===== src/rtl/fetch_if.sv =====
// Signal bundle between the fetch unit, the byte-wide instruction memory,
// the redirect source and the decode stage.
interface fetch_if #(
    parameter int WIDTH = 32
);
    logic             mem_req;
    logic [7:0]       mem_addr;
    logic [7:0]       mem_rdata;
    logic             redirect;
    logic [WIDTH-1:0] redirect_pc;
    logic             instr_valid;
    logic [WIDTH-1:0] instr;
    logic [WIDTH-1:0] instr_pc;
    logic             instr_ready;

    modport master (
        output mem_req, mem_addr, instr_valid, instr, instr_pc,
        input  mem_rdata, redirect, redirect_pc, instr_ready
    );

    modport slave (
        input  mem_req, mem_addr, instr_valid, instr, instr_pc,
        output mem_rdata, redirect, redirect_pc, instr_ready
    );
endinterface


===== src/rtl/fetch_unit.sv =====
// Instruction fetch unit: assembles 32-bit words from four byte reads and
// queues them with their PC in a small FIFO for the decode stage.
module fetch_unit #(
    parameter int WIDTH = 32,
    parameter int DEPTH = 4
) (
    input  logic    clock,
    input  logic    reset,
    fetch_if.master bus
);
    localparam int AW = $clog2(DEPTH);
    localparam int CW = AW + 1;

    typedef enum logic [1:0] {
        S_IDLE  = 2'd0,
        S_ISSUE = 2'd1,
        S_DRAIN = 2'd2
    } state_t;

    state_t           r_state;
    logic [1:0]       r_byte_cnt;
    logic [23:0]      r_bytes;
    logic [WIDTH-1:0] r_fetch_pc;
    logic             r_mem_req;

    logic [WIDTH-1:0] r_fifo_instr [DEPTH];
    logic [WIDTH-1:0] r_fifo_pc    [DEPTH];
    logic [AW-1:0]    r_wr_ptr;
    logic [AW-1:0]    r_rd_ptr;
    logic [CW-1:0]    r_count;

    logic             w_valid;
    logic             w_pop;
    logic             w_push;
    logic             w_slot_ok;
    logic [CW-1:0]    w_occ_after;
    logic [WIDTH-1:0] w_word;

    assign w_valid = (r_count != {CW{1'b0}}) && !reset;
    assign w_pop   = w_valid && bus.instr_ready;
    assign w_push  = (r_state == S_DRAIN) && !bus.redirect && !reset;
    assign w_word  = WIDTH'({bus.mem_rdata, r_bytes});

    // Occupancy once this cycle's pop and any DRAIN push have landed; a new word may start only below DEPTH.
    always_comb begin
        w_occ_after = r_count;
        if (r_state == S_DRAIN) begin
            w_occ_after = w_occ_after + CW'(1);
        end else begin
            w_occ_after = w_occ_after;
        end
        if (w_pop) begin
            w_occ_after = w_occ_after - CW'(1);
        end else begin
            w_occ_after = w_occ_after;
        end
    end

    assign w_slot_ok = (w_occ_after < CW'(DEPTH));

    // Fetch sequencer: byte issue, byte capture and fetch PC tracking.
    always_ff @(posedge clock) begin
        if (reset) begin
            r_state    <= S_IDLE;
            r_byte_cnt <= 2'd0;
            r_bytes    <= 24'd0;
            r_fetch_pc <= {WIDTH{1'b0}};
            r_mem_req  <= 1'b0;
        end else if (bus.redirect) begin
            r_state    <= S_IDLE;
            r_byte_cnt <= 2'd0;
            r_bytes    <= 24'd0;
            r_fetch_pc <= bus.redirect_pc & ~(WIDTH'(3));
            r_mem_req  <= 1'b0;
        end else begin
            case (r_state)
                S_IDLE: begin
                    r_byte_cnt <= 2'd0;
                    if (w_slot_ok) begin
                        r_state   <= S_ISSUE;
                        r_mem_req <= 1'b1;
                    end else begin
                        r_state   <= S_IDLE;
                        r_mem_req <= 1'b0;
                    end
                end
                S_ISSUE: begin
                    // Data for the byte issued last cycle arrives now.
                    case (r_byte_cnt)
                        2'd1:    r_bytes[7:0]   <= bus.mem_rdata;
                        2'd2:    r_bytes[15:8]  <= bus.mem_rdata;
                        2'd3:    r_bytes[23:16] <= bus.mem_rdata;
                        default: r_bytes        <= r_bytes;
                    endcase
                    if (r_byte_cnt == 2'd3) begin
                        r_state    <= S_DRAIN;
                        r_byte_cnt <= 2'd0;
                        r_mem_req  <= 1'b0;
                    end else begin
                        r_state    <= S_ISSUE;
                        r_byte_cnt <= r_byte_cnt + 2'd1;
                        r_mem_req  <= 1'b1;
                    end
                end
                S_DRAIN: begin
                    r_fetch_pc <= r_fetch_pc + WIDTH'(4);
                    r_byte_cnt <= 2'd0;
                    if (w_slot_ok) begin
                        r_state   <= S_ISSUE;
                        r_mem_req <= 1'b1;
                    end else begin
                        r_state   <= S_IDLE;
                        r_mem_req <= 1'b0;
                    end
                end
                default: begin
                    r_state    <= S_IDLE;
                    r_byte_cnt <= 2'd0;
                    r_mem_req  <= 1'b0;
                end
            endcase
        end
    end

    // FIFO pointers and occupancy; redirect flushes and swallows a coincident pop.
    always_ff @(posedge clock) begin
        if (reset) begin
            r_wr_ptr <= {AW{1'b0}};
            r_rd_ptr <= {AW{1'b0}};
            r_count  <= {CW{1'b0}};
        end else if (bus.redirect) begin
            r_wr_ptr <= {AW{1'b0}};
            r_rd_ptr <= {AW{1'b0}};
            r_count  <= {CW{1'b0}};
        end else begin
            if (w_push) begin
                r_wr_ptr <= r_wr_ptr + AW'(1);
            end
            if (w_pop) begin
                r_rd_ptr <= r_rd_ptr + AW'(1);
            end
            case ({w_push, w_pop})
                2'b10:   r_count <= r_count + CW'(1);
                2'b01:   r_count <= r_count - CW'(1);
                default: r_count <= r_count;
            endcase
        end
    end

    // FIFO storage, written on word completion.
    always_ff @(posedge clock) begin
        if (w_push) begin
            r_fifo_instr[r_wr_ptr] <= w_word;
            r_fifo_pc[r_wr_ptr]    <= r_fetch_pc;
        end
    end

    assign bus.mem_req     = r_mem_req && !bus.redirect && !reset;
    assign bus.mem_addr    = reset ? 8'd0 : (r_fetch_pc[7:0] + {6'd0, r_byte_cnt});
    assign bus.instr_valid = w_valid;
    assign bus.instr       = w_valid ? r_fifo_instr[r_rd_ptr] : {WIDTH{1'b0}};
    assign bus.instr_pc    = w_valid ? r_fifo_pc[r_rd_ptr]    : {WIDTH{1'b0}};
endmodule


===== src/flat_wrapper.sv =====
// flat-port wrapper written by rule: the top's interface ports become plain ports
module fetch_unit_flat 
#(
    parameter int WIDTH = 32,
    parameter int DEPTH = 4
)
  (clock, reset, bus_mem_req, bus_mem_addr, bus_instr_valid, bus_instr, bus_instr_pc, bus_mem_rdata, bus_redirect, bus_redirect_pc, bus_instr_ready);
  fetch_if #(.WIDTH(WIDTH)) bus_i ();
  input  logic clock;
  input  logic reset;
  output wire logic [$bits(bus_i.mem_req)-1:0] bus_mem_req;
  output wire logic [$bits(bus_i.mem_addr)-1:0] bus_mem_addr;
  output wire logic [$bits(bus_i.instr_valid)-1:0] bus_instr_valid;
  output wire logic [$bits(bus_i.instr)-1:0] bus_instr;
  output wire logic [$bits(bus_i.instr_pc)-1:0] bus_instr_pc;
  input wire logic [$bits(bus_i.mem_rdata)-1:0] bus_mem_rdata;
  input wire logic [$bits(bus_i.redirect)-1:0] bus_redirect;
  input wire logic [$bits(bus_i.redirect_pc)-1:0] bus_redirect_pc;
  input wire logic [$bits(bus_i.instr_ready)-1:0] bus_instr_ready;
  assign bus_mem_req = bus_i.mem_req;
  assign bus_mem_addr = bus_i.mem_addr;
  assign bus_instr_valid = bus_i.instr_valid;
  assign bus_instr = bus_i.instr;
  assign bus_instr_pc = bus_i.instr_pc;
  assign bus_i.mem_rdata = bus_mem_rdata;
  assign bus_i.redirect = bus_redirect;
  assign bus_i.redirect_pc = bus_redirect_pc;
  assign bus_i.instr_ready = bus_instr_ready;
  fetch_unit #(.WIDTH(WIDTH), .DEPTH(DEPTH)) u_core (.clock(clock), .reset(reset), .bus(bus_i));
endmodule

===== config.mk =====
export PLATFORM = sky130hd
export DESIGN_NAME = fetch_unit_flat
export DESIGN_NICKNAME = d
export VERILOG_FILES = /design/src/rtl/fetch_if.sv /design/src/rtl/fetch_unit.sv /design/src/flat_wrapper.sv
export SDC_FILE = /design/constraint.sdc
export NUM_CORES = 1
export LEC_CHECK = 0
export CORE_ASPECT_RATIO = 1.75
export CORE_UTILIZATION = 51
export DETAILED_ROUTE_END_ITERATION = 12
export GPL_ROUTABILITY_DRIVEN = 0
export HOLD_SLACK_MARGIN = 0.12
export PLACE_DENSITY = 0.75
export SLEW_MARGIN = 40
export SYNTH_ARGS = -nofsm -noshare
export SYNTH_HDL_FRONTEND = slang
export SYNTH_SLANG_ARGS = --single-unit

===== constraint.sdc =====
create_clock -name clock -period 2.9 [get_ports clock]
set_input_delay 0.29 -clock clock [delete_from_list [all_inputs] [get_ports clock]]
set_output_delay 0.29 -clock clock [all_outputs]
set_load 0.03 [all_outputs]

-- Word-level counts from Yosys, hierarchy flattened
Memory sizes are Yosys's and may differ from the RTL's. A register that Yosys moved wholly into a read port is not among the register bits.
Cells that the tools add are included.
- output and inout port bits: 74
- register bits: 68
- word-level logic and storage cells: 68
- bits in read-only memories: 0
- RAM bits: 256
- bits in latches: 0
- memories: 2
- bits of input ports: 44
- add/sub/neg operators: 8
- divide/modulo/power cells: 0
- reduce and logical (&&, ||, !) cells: 18
- mux-type cells: 20
- multiply operators: 0
- shifts and indexed selects: 0
- $lt $le $gt $ge: 1
- equality and inequality tests: 7
- bitwise operators: 1
- memory list (memory ; words ; bits a word ; read ports ; clocked after memory_dff ; wr ports ; RTL line ; source):
    u_core.r_fifo_instr ; 4 ; 32 ; 1 ; 1 ; 1 ; fetch_unit.sv:26 ; logic [WIDTH-1:0] r_fifo_instr [DEPTH];
    u_core.r_fifo_pc ; 4 ; 32 ; 1 ; 1 ; 1 ; fetch_unit.sv:27 ; logic [WIDTH-1:0] r_fifo_pc [DEPTH];
- operator list (kind ; number):
    $mux 32 ; 4
    $add 32x3->32 const B ; 1
    $mux 2 ; 5
    $add 8x2->8 ; 1
    $eq 2x2->1 const B ; 4
    $mux 8 ; 1
    $add 2x1->2 const B ; 3
    $eq 2x1->1 const B ; 3
    $logic_and 1x1->1 ; 6
    $mux 3 ; 2
    $pmux 3 s2 ; 1
    $reduce_and 2->1 ; 3
    $sub 3x1->3 const B ; 2
    $mux 1 ; 5
    $pmux 2 s2 ; 1
    $reduce_bool 2->1 ; 2
    $reduce_or 2->1 ; 2
    $reduce_or 4->1 ; 1
    $add 3x1->3 const B ; 1
    $lt 3x3->1 const B ; 1
    $reduce_bool 3->1 ; 1
    $logic_not 1->1 ; 2
    $logic_not 2->1 ; 1
    $pmux 1 s2 ; 1
    $not 1->1 ; 1

-- Logic depth before layout (Yosys ltp)
Gate-level depths: netlist (run 1).
- depth in word-level cells: 7
- mapped depth: 8

-- Worst setup path after synthesis (run 1)
Ideal clock, no wire load.
- path type: reg2reg
- start point: reg u_core.r_state[1]
- end point: mem u_core.r_fifo_instr[0][0] (enable)
- cell stages (with the launch flop): 5
- buffers on the path: 2
- arrival: 2.603 ns
- setup slack: -0.130 ns
- library setup time: 0.427 ns
- cell sequence: dfxtp_1 > clkbuf_2 > nor2b_1 > clkbuf_1 > and3_1
- cells in the longest elaborated chain, start to end: 5
- RTL lines (item ; RTL line ; source):
    start, declared ; fetch_unit.sv:20 ; state_t r_state;
    start signal, assigned ; fetch_unit.sv:64 ; r_state <= S_IDLE;
    start signal, assigned ; fetch_unit.sv:70 ; r_state <= S_IDLE;
    start signal, assigned ; fetch_unit.sv:80 ; r_state <= S_ISSUE;
    $eq 2x2->1 ; fetch_unit.sv:41 ; assign w_push = (r_state == S_DRAIN) && !bus.redirect && !reset;
    $logic_and 1x1->1 (2 in series) ; fetch_unit.sv:41 ;
    $mux 1 ; fetch_unit.sv:152 ; if (w_push) begin
    $mux 1 (not written as such) ; fetch_unit.sv:153 ; r_fifo_instr[r_wr_ptr] <= w_word;
    end, declared ; fetch_unit.sv:26 ;
Every way passes these cells.

-- Final worst setup path (run 1)
- start point: reg u_core.r_count[0]
- end point: out bus_instr_pc[31]
- cells in the longest elaborated chain, start to end: 3
- RTL lines (item ; RTL line ; source):
    start, declared ; fetch_unit.sv:30 ; logic [CW-1:0] r_count;
    start signal, assigned ; fetch_unit.sv:130 ; r_count <= {CW{1'b0}};
    start signal, assigned ; fetch_unit.sv:134 ; r_count <= {CW{1'b0}};
    start signal, assigned ; fetch_unit.sv:143 ; 2'b10: r_count <= r_count + CW'(1);
    $reduce_bool 3->1 ; fetch_unit.sv:39 ; assign w_valid = (r_count != {CW{1'b0}}) && !reset;
    $logic_and 1x1->1 ; fetch_unit.sv:39 ;
    $mux 32 ; fetch_unit.sv:162 ; assign bus.instr_pc = w_valid ? r_fifo_pc[r_rd_ptr] : {WIDTH{1'b0}};
    end, declared ; flat_wrapper.sv:15 ; output wire logic [$bits(bus_i.instr_pc)-1:0] bus_instr_pc;
Every way passes these cells.

==> metrics.csv, run 1 <==
stage,metric,value,unit
floorplan,core,24530,µm²
logic_synthesis,synth_xor_area_frac,0.01172,
setup_path,start_kind,register,
power,power.total,8997,µW
placement,hpwlAfterDp,17000,µm
drt,drtIter0Drc,397,
drt,drt-pass1-iter-count,5,
global_route,grt.overflow.total,0,
power,peakVddDrop,472.0,µV
clock_tree,numCtsBuffers,27,
drt,vias,7263,
drt,via_per_inst,5.728,
power,p_leak,0.005091,µW
layout,diodes,0,
global_route,grt_pass1_vias,7220,
timing,finalSetupTns,0,ns
setup_path,path_max_fanout,30,
floorplan,start_util,0.5177,
clock_tree,htreeDepth,1,
timing,rsz0062_at_grt,false,
layout,final-instance-count-excl-fill,1268,
logic_synthesis,synth_edf_count,248,
logic_synthesis,postSynthAreaPerCell,15.70,µm²
logic_synthesis,dominantRegCellSynth,edfxtp_1,
setup_path,end_kind,output port,
global_route,grt_usage,0.2091,
clock_tree,postCtsSetupBuffers,0,
setup_path,crit_required,2.61,ns
logic_synthesis,synthAdderAreaFrac,0.01182,
logic_synthesis,synth_cells,809,
layout,final_util,0.6328,
global_route,grt_max_degree,54,
clock_tree,insertion_delay,0.54,ns
global_route,antenna_found_initial,0,
logic_synthesis,yosys_warnings,0,
clock_tree,clock_sinks,315,
timing,worstMarginPinSlew,0.5651,ns
power,power.density,579.6,nW/µm²
placement,place_inst,1219,
clock_tree,hold_buffers,0,
clock_tree,cts-root-buf,clkbuf_16,
timing,fin_crit,2.596,ns
layout,final_layout_size_suffix_gt1_frac,0.2228,
logic_synthesis,synthArstFlopShare,0,
floorplan,die_area,25570,µm²
timing,timing.slew.headroom,0.6219,
logic_synthesis,synth_seq_cells,315,
setup_path,arrival,2.31,ns
drt,ant_nets,0,
logic_synthesis,synthSimpleGateAreaFrac,0.1072,
clock_tree,cts_tree,yes,
min_path,hold_path.class,in2reg,
drt,wire_per_inst,20.31,µm
outcome,outcome,completed,
floorplan,fp.dieW,121.3,µm
setup_path,path_class,reg2out,
floorplan,dieHeight,210.8,µm
timing,fmax,385.2,MHz
timing,final_max_slew_viol_count,0,
logic_synthesis,ys_seq_area_frac,0.6919,
global_route,grt_pass1_wl,39990,µm
logic_synthesis,synth_top_cell_by_area,edfxtp_1,
timing,post-route-period-util,0.8952,
timing,finClkSkew,0.007556,ns
layout,fin_nets,992,
placement,portBuffers,113,
logic_synthesis,synth.area.mux_share,0.1107,
floorplan,ios,118,
logic_synthesis,synth_cell_type_count,50,
floorplan,rows,76,
clock_tree,cts_resized,0,
clock_tree,clockBufferDepth,3,
logic_synthesis,synth_area,12700,µm²
drt,drc_errors,0,
clock_tree,clk_pin_slew,0.07,ns
timing,hold_viol,0,
logic_synthesis,synth_top_cells_by_area,"edfxtp_1 59%, mux4_2 11%, dfxtp_1 11%, and2_1 3.1%, nand3_1 1.3%",
layout,area_growth_syn_to_layout,22.21,%
logic_synthesis,synth_compound_area_frac,0.04541,
logic_synthesis,synth_top_area_share,0.5863,
timing,setup_viol,0,
layout,fillers,1806,
drt,wl,25750,µm
run,drv_cap,0,
logic_synthesis,synth_top_family_by_area,multiplexers,
-- power breakdown --
part           switching (µW)  leakage [µW]  internal, µW
clock                    1550      0.000461          2280
combinational             117       0.00181           106
sequential               69.3       0.00282          4870
total                    1740       0.00509          7260
-- layout make-up --
| cell class | count | area, µm² | share of cell area |
|---|---|---|---|
| clock inverters | 16 | 239.0 | 0.01539 |
| flip-flops and latches | 315 | 8793 | 0.5665 |
| multi-input cells | 429 | 3667 | 0.2362 |
| repair buffers | 144 | 1654 | 0.1066 |
| well taps | 312 | 390.4 | 0.02515 |
| clock buffers | 33 | 708.2 | 0.04562 |
| inverters | 19 | 71.32 | 0.004594 |
-- Yosys cell counts (all sizes together), types with 3 or more instances --
cell type	n
mux4	62
xor2	5
clkbuf	32
nor3	8
and4	4
or4	5
nor4	7
a2111oi	3
and2	62
a311oi	9
and3	10
a211oi	13
o221ai	3
o31ai	4
o21ai	10
or3	9
a21oi	31
nor2b	9
buf	15
nand2	45
inv	19
dfxtp	67
ha	12
a31oi	4
nor2	34
nand3	34
xnor2	12
edfxtp	248
nand4	12
-- path summary, 6_finish.rpt --
kind                                                        start                                  to  slack (ns)  cells after the start
worst max register to register  u_core.r_fetch_pc[3]$_SDFFE_PP0P_  u_core.r_fetch_pc[25]$_SDFFE_PP0P_        0.54                      4
worst min-delay path                          bus_redirect_pc[27]  u_core.r_fetch_pc[27]$_SDFFE_PP0P_        0.33                      3
worst max-delay path               u_core.r_count[0]$_SDFFE_PP0P_                    bus_instr_pc[31]        0.30                      6
worst min register to register    u_core.r_byte_cnt[0]$_SDFF_PP0_     u_core.r_byte_cnt[0]$_SDFF_PP0_        0.48                      1
-- cells in the final DEF (no fill, tap or decap), types with 3 or more instances in the layout --
master	synthesis	layout
a211oi_1	13	13
a21oi_1	31	30
a311oi_1	9	9
a31oi_1	4	4
and2_1	62	62
and3_1	10	6
and3_2	0	4
and4_1	4	4
buf_12	0	36
buf_4	2	59
bufinv_16	0	6
clkbuf_1	31	5
clkbuf_16	0	27
clkdlybuf4s50_1	0	49
clkinv_1	0	3
clkinv_2	0	4
dfxtp_1	67	65
edfxtp_1	248	248
ha_1	12	12
inv_1	19	19
mux4_2	62	62
nand2_1	45	45
nand3_1	34	34
nand4_1	11	11
nor2_1	34	34
nor2b_1	9	9
nor3_1	8	8
nor4_1	7	7
o21ai_0	10	10
o221ai_1	3	3
o31ai_1	4	4
or3_1	9	9
or4_1	5	5
xnor2_1	12	12
xor2_1	5	5
-- cell families (layout without fill, tap and decap cells) --
family,count (synthesis),in the layout
AOI/OAI and AO/OA,86,86
xor gates and xnor gates,17,17
adders and majority gates,12,12
buffers and inverters,66,212
DFF,315,315
muxes,63,63
other,1,2
and+or+nand+nor,249,249
-- state kept, by name, summed over array words and instances, names as in the netlist, named ones only --
| register | count |
|---|---|
| u_core.r_byte_cnt | 2 |
| u_core.r_bytes | 24 |
| u_core.r_count | 3 |
| u_core.r_fetch_pc | 30 |
| u_core.r_fifo_instr | 128 |
| u_core.r_fifo_pc | 120 |
| u_core.r_rd_ptr | 2 |
| u_core.r_state | 2 |
| u_core.r_wr_ptr | 2 |
-- routing by layer --
layer  wire, µm  vias to the layer above  track usage
li1           -                     3369            -
met1       9271                     3639       0.2384
met2      14610                      215       0.3964
met3       1216                       40      0.02349
met4        652                        0      0.07322
met5          0                        -            0
-- critical path, cell delays in order, from the launching register on --
cell and delay, ns:
dfxtp_1 0.41, inv_1 0.09, ha_1 0.27, a21oi_4 0.41, buf_12 0.22, and2_1 0.19
buf_4 0.17
-- stage by stage --
stage	worst slack [ns]	hold WS [ns]	area, µm²
finish	0.3039	0.3300	15520
global route	0.1204	0.3322	15520
CTS	0.1703	0.3076	15520
detailed placement	0.4585	0.4710	14580
global placement	0.4689	0.4498	14580
floorplan	0.5610	0.3889	12710
Power figures use the tool's default switching activity.
==> run 2, diff against run 1 <==
--- a/config.mk
+++ b/config.mk
@@ -6,11 +6,10 @@
 export NUM_CORES = 1
 export LEC_CHECK = 0
 export CORE_ASPECT_RATIO = 1.75
-export CORE_UTILIZATION = 51
+export CORE_UTILIZATION = 35
 export DETAILED_ROUTE_END_ITERATION = 12
 export GPL_ROUTABILITY_DRIVEN = 0
 export HOLD_SLACK_MARGIN = 0.12
-export PLACE_DENSITY = 0.75
 export SLEW_MARGIN = 40
 export SYNTH_ARGS = -nofsm -noshare
 export SYNTH_HDL_FRONTEND = slang
==> run 2 against run 1 <==
  * Global-route usage down 5.7 points
  * Cell count up 12%
  * Flip-flop and latch count unchanged
  * Maximum frequency up 2.2%
  * Via count down 0.58%
  * Non-clock buffer count down 1
  * First-iteration DRC count up 8.6%
  * Total power down 0.41%
  * Critical endpoint is now bus_instr[23]
==> metrics.csv, run 2 (synthesis gave the netlist of run 1 again) <==
stage,metric,value,unit,change
clock_tree,insertion_delay,0.55,ns,about the same
clock_tree,cts_tree,yes,,
timing,timing.slew.headroom,0.5990,,-0.02286
setup_path,path_cells,"buf_4, mux4_2, and2_1, buf_12",,
layout,fin_nets,991,,-0.10%
outcome,outcome,completed,,
floorplan,fp.dieW,146.0,µm,+20%
clock_tree,cts_resized,0,,unchanged
drt,drt-pass1-iter-count,5,,unchanged
layout,final_layout_size_suffix_gt1_frac,0.2301,,+0.007322
clock_tree,cts-root-buf,clkbuf_16,,
setup_path,arrival,2.25,ns,-0.06 ns
drt,vias,7221,,-0.58%
drt,via_per_inst,5.064,,-12%
timing,finClkSkew,0.01733,ns,+0.009774 ns
timing,rsz0062_at_grt,false,,
timing,worstMarginPinSlew,0.6008,ns,+0.03572 ns
timing,final_max_slew_viol_count,0,,unchanged
clock_tree,clk_pin_slew,0.06,ns,about the same
setup_path,start_kind,register,,
layout,area_growth_syn_to_layout,25.63,%,
layout,largest_register,u_core.r_fifo_instr,,
min_path,hold_path.class,in2reg,,
timing,hold-worst-slack,0.3307,ns,+0.0007030 ns
timing,hold_viol,0,,unchanged
global_route,grt_usage,0.1518,,-0.05728
drt,drtIter0Drc,431,,+8.6%
floorplan,core,35910,µm²,+46%
floorplan,die_area,37090,µm²,+45%
power,power.density,561.5,nW/µm²,-3.1%
setup_path,crit_required,2.61,ns,about the same
run,drv_cap,0,,unchanged
global_route,antenna_found_initial,0,,unchanged
global_route,grt.overflow.total,0,,unchanged
setup_path,r2r_slack,0.54,ns,about the same
floorplan,ios,118,,unchanged
setup_path,end_kind,output port,,
timing,fmax,393.6,MHz,+2.2%
layout,top_regs,"u_core.r_fifo_instr (128), u_core.r_fifo_pc (120), u_core.r_fetch_pc (30)",,
setup_path,cp_slowest_cell,mux4_2,,
clock_tree,hold_buffers,0,,unchanged
power,p_leak,0.005135,µW,+0.86%
drt,wl,27870,µm,+8.2%
setup_path,path_max_fanout,20,,-33%
placement,portBuffers,113,,unchanged
layout,largest_reg_flops,128,,unchanged
setup_path,path_class,reg2out,,
timing,post-route-period-util,0.8761,,-0.01908
clock_tree,numCtsBuffers,27,,unchanged
drt,drc_errors,0,,unchanged
power,peakVddDrop,461.3,µV,-2.3%
global_route,grt_pass1_vias,7186,,-0.47%
timing,setup_viol,0,,unchanged
clock_tree,clockBufferDepth,3,,unchanged
floorplan,dieHeight,254.0,µm,+21%
floorplan,rows,92,,+21%
global_route,grt_pass1_wl,42270,µm,+5.7%
clock_tree,postCtsSetupBuffers,0,,unchanged
layout,layout_commonest_cell,edfxtp_1,,
setup_path,max_stage_delay,0.61,ns,+0.20 ns
clock_tree,clock_sinks,315,,unchanged
layout,final_cell_mix,"248 x edfxtp_1, 65 x dfxtp_1, 62 x mux4_2, 62 x and2_1, 55 x buf_12",,
global_route,grt_max_degree,53,,-1.9%
timing,finalSetupTns,0,ns,unchanged
floorplan,start_util,0.3537,,-0.1641
drt,ant_nets,0,,unchanged
layout,diodes,0,,unchanged
clock_tree,htreeDepth,1,,unchanged
min_path,hold_depth,3,,unchanged
drt,wire_per_inst,19.54,µm,-3.8%
setup_path,r2r_cells,5,,+1
timing,fin_crit,2.541,ns,-0.05532 ns
placement,hpwlAfterDp,18140,µm,+6.7%
-- run 2: final cells by class --
type                    instances  area, µm²
fillers                      3248      19960
flip-flops and latches        315       8793
multi-input cells             429       3670
repair buffers                143       1882
clock buffers                  34      774.5
well taps                     470      588.1
clock inverters                16      178.9
inverters                      19      71.32
-- run 2: layer usage --
layer | track usage | up-vias | wire length, µm
met1 | 0.1629 | 3631 | 10440
met4 | 0.07292 | 0 | 1128
met2 | 0.2949 | 157 | 15490
met5 | 0 | - | 0
li1 | - | 3381 | -
met3 | 0.01508 | 52 | 809
-- run 2: path summary, 6_finish.rpt --
check,from,end
worst max-delay path,register,bus_instr[23]
worst min-delay path,bus_redirect_pc[10],u_core.r_fetch_pc[10]$_SDFFE_PP0P_
worst max register to register,u_core.r_fetch_pc[3]$_SDFFE_PP0P_,u_core.r_fetch_pc[26]$_SDFFE_PP0P_
worst min register to register,u_core.r_byte_cnt[0]$_SDFF_PP0_,u_core.r_byte_cnt[0]$_SDFF_PP0_
-- run 2: where the power goes --
group / internal [µW] / switching (µW) / total (µW)
combinational: 110 / 124 / 234
sequential: 4870 / 69.2 / 4940
clock: 2180 / 1610 / 3780
total: 7160 / 1800 / 8960
-- run 2: critical path, delay by kind of cell (launching register included) --
family	cells	cell delay (ns)
muxes	1	0.61
buffers and inverters	2	0.52
DFF	1	0.36
and+or+nand+nor	1	0.22
-- run 2: metrics by stage --
stage          setup slack (ns)  utilization  power (µW)  cell area [µm²]  std cells
2_1_floorplan            0.5610            -        5122            12710        810
3_3_place_gp             0.4973       0.4178        5272            15000       1376
3_5_place_dp             0.4590       0.4178        5277            15000       1376
4_1_cts                  0.2843       0.4443        9056            15960       1426
5_1_grt                  0.2522       0.4443        9225            15960       1426
6_report                 0.3592       0.4443        8960            15960       1426
